## config.mk

```make
export PLATFORM = sky130hd
export DESIGN_NAME = rr_encoder_4to2
export DESIGN_NICKNAME = d
export VERILOG_FILES = /design/src/rtl/rr_encoder_4to2.sv
export SDC_FILE = /design/constraint.sdc
export NUM_CORES = 1
export LEC_CHECK = 0
export CAP_MARGIN = 0
export CORE_MARGIN = 2
export CORE_UTILIZATION = 42
export DETAILED_ROUTE_END_ITERATION = 6
export PLACE_DENSITY = 0.75
export SYNTH_ARGS = -nofsm -noshare
export SYNTH_HDL_FRONTEND = slang
export SYNTH_SLANG_ARGS = --single-unit
```

## constraint.sdc

```tcl
create_clock -name clk -period 1.8 [get_ports clk]
set_clock_uncertainty 0.2 [all_clocks]
set_input_delay 0.45 -clock clk [delete_from_list [all_inputs] [get_ports clk]]
set_output_delay 0.45 -clock clk [all_outputs]
set_load 0.01 [all_outputs]
```

## src/rtl/rr_encoder_4to2.sv

```systemverilog
// Round-robin 4-to-2 request encoder with a valid/ack handshake.
// The granted code is held until acknowledged; acknowledged grants are counted for debug.
module rr_encoder_4to2 #(
  parameter int COUNT_W = 8
) (
  input  logic               clk,
  input  logic               rst,
  input  logic [3:0]         req,
  input  logic               ack,
  output logic [1:0]         code,
  output logic               valid,
  output logic [1:0]         ptr,
  output logic [COUNT_W-1:0] grant_count
);

  typedef enum logic {
    IDLE = 1'b0,
    HOLD = 1'b1
  } state_t;

  state_t             state, state_nxt;
  logic [1:0]         code_nxt;
  logic [1:0]         ptr_nxt;
  logic [COUNT_W-1:0] count_nxt;

  // First set request at or after start, wrapping mod 4; lowest offset wins.
  function automatic logic [1:0] rr_pick(input logic [3:0] r, input logic [1:0] start);
    logic [1:0] idx;
    rr_pick = start;
    for (int i = 3; i >= 0; i--) begin
      idx = start + 2'(i);
      if (r[idx]) rr_pick = idx;
    end
  endfunction

  always_ff @(posedge clk or posedge rst) begin
    if (rst) begin
      state       <= IDLE;
      code        <= 2'd0;
      ptr         <= 2'd0;
      grant_count <= '0;
    end else begin
      state       <= state_nxt;
      code        <= code_nxt;
      ptr         <= ptr_nxt;
      grant_count <= count_nxt;
    end
  end

  always_comb begin
    state_nxt = state;
    code_nxt  = code;
    ptr_nxt   = ptr;
    count_nxt = grant_count;
    case (state)
      IDLE: begin
        if (|req) begin
          code_nxt  = rr_pick(req, ptr);
          state_nxt = HOLD;
        end
      end
      HOLD: begin
        // Requests are ignored while holding; only ack releases the grant.
        if (ack) begin
          state_nxt = IDLE;
          ptr_nxt   = code + 2'd1;
          count_nxt = grant_count + COUNT_W'(1);
        end
      end
    endcase
  end

  assign valid = (state == HOLD);

endmodule

```

Word-level counts from Yosys, hierarchy flattened
Cells that the tools add are included.
{"block": "totals", "register_bits": 13, "input_bits": 7, "out_inout_bits": 13, "wordCells": 32}
{"block": "op_classes", "addsub": 5, "order_cmp": 4, "mux": 15, "bitwise": 1, "n_reduce_logical": 3}
{"op": "2-bit by 3-bit less-than comparator with 1-bit output (second input constant)", "n": 4}
{"op": "8-bit by 1-bit adder with 8-bit output (second input constant)", "n": 1}
{"op": "1-bit binary-select mux with 2-bit select", "n": 4}
{"op": "2-bit two-way mux", "n": 4}
{"op": "1-bit two-way mux", "n": 6}
{"op": "2-bit by 1-bit adder with 2-bit output (second input constant)", "n": 2}
{"op": "2-bit adder (second input constant)", "n": 2}
{"op": "2-bit AND reduction", "n": 2}
{"op": "4-bit OR reduction", "n": 1}
{"op": "1-bit case mux with 2 select lines", "n": 1}
{"op": "1-bit inverter", "n": 1}

Logic depth before layout (Yosys ltp)
Gate-level depths: netlist (run 1).
{"block": "depth", "depth_word": 7, "mapped_depth": 4, "ltp_nobuf": 4}

Worst setup path after synthesis (run 1)
Ideal clock, no wire load.
{"block": "synth_path", "kind": "reg2reg", "start": "register state, in the netlist valid", "end": "register grant_count[7]", "arrival_ps": 1090, "slack_ps": 386, "path_stages_with_launch": 5, "path_buffers": 0, "period_less_slack_ps": 1414, "cell_sequence": "dfrtp_1 -> and4_1 -> and3_1 -> nand4_1 -> xnor2_1"}
{"block": "synth_between", "elab_chain_len": 1}
{"item": "start: declaration", "line": "21", "rtl": "state_t state, state_nxt;"}
{"item": "start signal: assignment", "line": "43", "rtl": "state <= state_nxt;"}
{"item": "2-bit AND reduction (no source line)"}
{"item": "end signal: assignment", "line": "46", "rtl": "grant_count <= count_nxt;"}
{"item": "end: declaration", "line": "13", "rtl": "output logic [COUNT_W-1:0] grant_count"}
Every way passes these cells.
A chain may end at the register's enable or synchronous reset.

Worst setup path in the final report (run 1)
{"block": "layout_path", "start": "input req[1]", "end": "register code[1]"}
{"block": "layout_between", "elab_chain_len": 6}
{"item": "start: declaration", "line": "8", "rtl": "input logic [3:0] req,"}
{"item": "1-bit binary-select mux with 2-bit select", "line": "32", "rtl": "if (r[idx]) rr_pick = idx;"}
{"item": "1-bit two-way mux (not written as such)", "line": "32"}
{"item": "2-bit two-way mux (4 in a row)", "line": "32"}
{"item": "end signal: assignment", "line": "44", "rtl": "code <= code_nxt;"}
{"item": "end: declaration", "line": "10", "rtl": "output logic [1:0] code,"}
Several ways; a longest one is shown, not always the timed one. The select of a mux whose other input is x is not followed.

==> run summary, run 1 <==
Post-Syn Area per Cell: 10.4 µm²
Async SR Flop Fraction: 1.00
Row count: 13
Hold slack: 0.273 ns
Die W: 41.7 µm
Minimum clock period: 1.68 ns
Die area: 1740 µm²
Yosys cell types: 18
Slew headroom: 0.687
Syn nets: 65
RSZ-0062 raised after global routing: no
Final setup viols: 0
Port Buf Inserts: 19
Total Power: 1160 µW
Sequential area share after synthesis: 0.546
Cells along the critical path: clkdlybuf4s50_1, nor4_1, buf_4, nor2_1, nor2_1, a31oi_1
DRT Pass-1 Iters: 4
Post-Route WL: 1320 µm
CP max stage delay: 0.47 ns
Share of cells above drive strength 1: 0.136
First-iteration detailed-routing DRC count: 4
Primary FF master, synth: dfrtp_1
CP max-delay cell: clkdlybuf4s50_1
Crit end category: flop
Via count: 532
Post-synth EDFFs: 0
Worst slack at placement: -0.152 ns
Fin util: 0.664
Fin worst setup slack: 0.116 ns
Final Cycle Share: 0.936
Max H-tree Level: 1
Worst Hold Class: primary input to async pin
GRT Resource Usage Total: 0.171
P_leak: 0.000423 µW
VDD IR-drop max: 668 µV
CTS Sinks: 13
Post-Syn Instances: 57
Delay-heaviest family, CP: buffers and inverters
Highest net fanout along the worst path: 4
Crit path DAT: 1.64 ns
Final Non-Filler Cells: 103
Ys Warns: 0
Status: completed
Fmax: 594 MHz
Diodes inserted: 0
Vias in the first global route: 494
CORE AREA: 1320 µm²
Maximum clock insertion buffer count: 2
Area growth, synth to finish: 46.8%
DRC: 0
PwrDens: 1320 nW/µm²
HPWL Detailed: 1040 µm
CP startpoint kind: primary input
Final Max Slew Viols: 0
Nets: 97
Total grt overflow: 0
Via-to-Cell Ratio: 5.17
Global-route wire length before repair: 2160 µm
CTS tree: yes
Tightest Pin Transition: 0.469 ns
CTS Buf Count: 3
Critical path buffer and inverter count: 2
Clk root buf: clkbuf_4
Initial antenna violation count: 0
Gp weighted congestion: 0.719
IO Count: 20
Worst-path clk slew: 0.08 ns
Placed cells: 97
Crit Path Category: primary input to flop
Clock latency on the worst-skew pair: 0.28 ns
Max-Cap Viols: 0
Critical Path RT: 1.76 ns
Die height: 41.7 µm
Initial Util: 0.452
Wire length per cell: 12.8 µm
Yosys reg bits: 13
Hold Violations, Final: 0
CP dominant cell by count: nor2_1
Synthesized area: 596 µm²
Routed Antenna Nets: 0
Largest net degree at the start of global routing: 14
-- worst register-to-register path, cell delays in order (launching register included) --
cell and delay (ns):
dfrtp_1 0.34, buf_4 0.13, and4_1 0.22, and3_1 0.18, nand4_1 0.11, xnor2_1 0.14
-- layout make-up --
type | count | area, µm²
repair buffers | 27 | 234
well taps | 15 | 18.8
clock buffers | 4 | 26.3
multi-input cells | 39 | 251
flip-flops and latches | 13 | 325
fillers | 107 | 443
inverters | 5 | 18.8
-- power by group --
| group | internal, µW | leakage (µW) | switching (µW) |
|---|---|---|---|
| combinational | 267 | 0.000248 | 233 |
| clock | 86.2 | 0.0000150 | 95.1 |
| sequential | 392 | 0.000160 | 84.9 |
| total | 745 | 0.000423 | 413 |
-- kinds of logic (layout without fill, tap and decap cells) --
logic type               after synthesis  after routing  share of synthesized area
flip-flops                            13             13                      0.546
adder cells (fa/ha/maj)                1              1                     0.0210
multiplexers                           1              1                     0.0189
XOR/XNOR                               8              8                      0.118
buffers and inverters                  5             36                     0.0315
AND/OR/NAND/NOR                       17             17                      0.145
AO/OA/AOI/OAI                         12             12                      0.120
-- cell usage in the layout, fill, tap and decap left out, types with 2 or more instances in the layout --
cell,synthesis,routed
a31oi_1,2,2
nor2_1,3,3
xnor2_1,8,8
o21ai_0,6,6
dlygate4sd2_1,0,13
nand2b_1,2,2
inv_1,5,5
nand2_1,6,6
buf_4,0,8
dfrtp_1,13,13
nand4_1,3,3
clkdlybuf4s50_1,0,6
clkbuf_4,0,3
-- metal layers --
metal | track usage | vias to the layer above | wire (µm)
met3 | 0.0826 | 5 | 66
met2 | 0.275 | 11 | 643
li1 | - | 262 | -
met4 | 0.0581 | 0 | 23
met5 | 0 | - | 0
met1 | 0.198 | 254 | 588
-- sequential cells by signal, summed over array words and instances, names as in the netlist --
name	cells
ptr	2
valid	1
code	2
grant_count	8
-- final timing paths --
check                           cells after the start  slack (ns)                          to                  startpoint
worst max-delay path                                6        0.12         code[1]$_DFFE_PP0P_                      req[1]
worst min-delay path                                2        0.27          ptr[0]$_DFFE_PP0P_                         rst
worst max register to register                      5        0.37  grant_count[7]$_DFFE_PP0P_             valid$_DFF_PP0_
worst min register to register                      1        0.28  grant_count[7]$_DFFE_PP0P_  grant_count[7]$_DFFE_PP0P_
max in group asynchronous                           2        0.81  grant_count[1]$_DFFE_PP0P_                         rst
min in group clk                                    1        0.28  grant_count[7]$_DFFE_PP0P_  grant_count[7]$_DFFE_PP0P_
-- synth_stat cells (2+ instances only) --
| library cell | instances | area (µm²) |
|---|---|---|
| inv_1 | 5 | 18.8 |
| a31oi_1 | 2 | 12.5 |
| dfrtp_1 | 13 | 325 |
| xnor2_1 | 8 | 70.1 |
| nand2b_1 | 2 | 12.5 |
| o21ai_0 | 6 | 30.0 |
| nand4_1 | 3 | 18.8 |
| nor2_1 | 3 | 11.3 |
| nand2_1 | 6 | 22.5 |
-- repair_timing --
item / 4_1_cts / 5_1_grt
buffers inserted: 2 / 0
setup endpoints to repair: 13 / 0
hold buffers: 0 / 0
endpoints found under the hold margin: 0 / 0
gates resized for setup: 13 / 0
-- per-stage QoR --
stage	instance area [µm²]	setup TNS, ns
floorplan	596	0
global placement	850	-0.284
detailed placement	850	-0.385
CTS	875	0
global route	875	0
finish	875	0
Note: power is estimated with default switching activity, not from simulation.
==> run 2: changes to the inputs <==
- CTS_CLUSTER_SIZE: default -> 16
==> results of run 2 <==
Same layout as run 1: the final DEF is identical, and so are final timing and power.
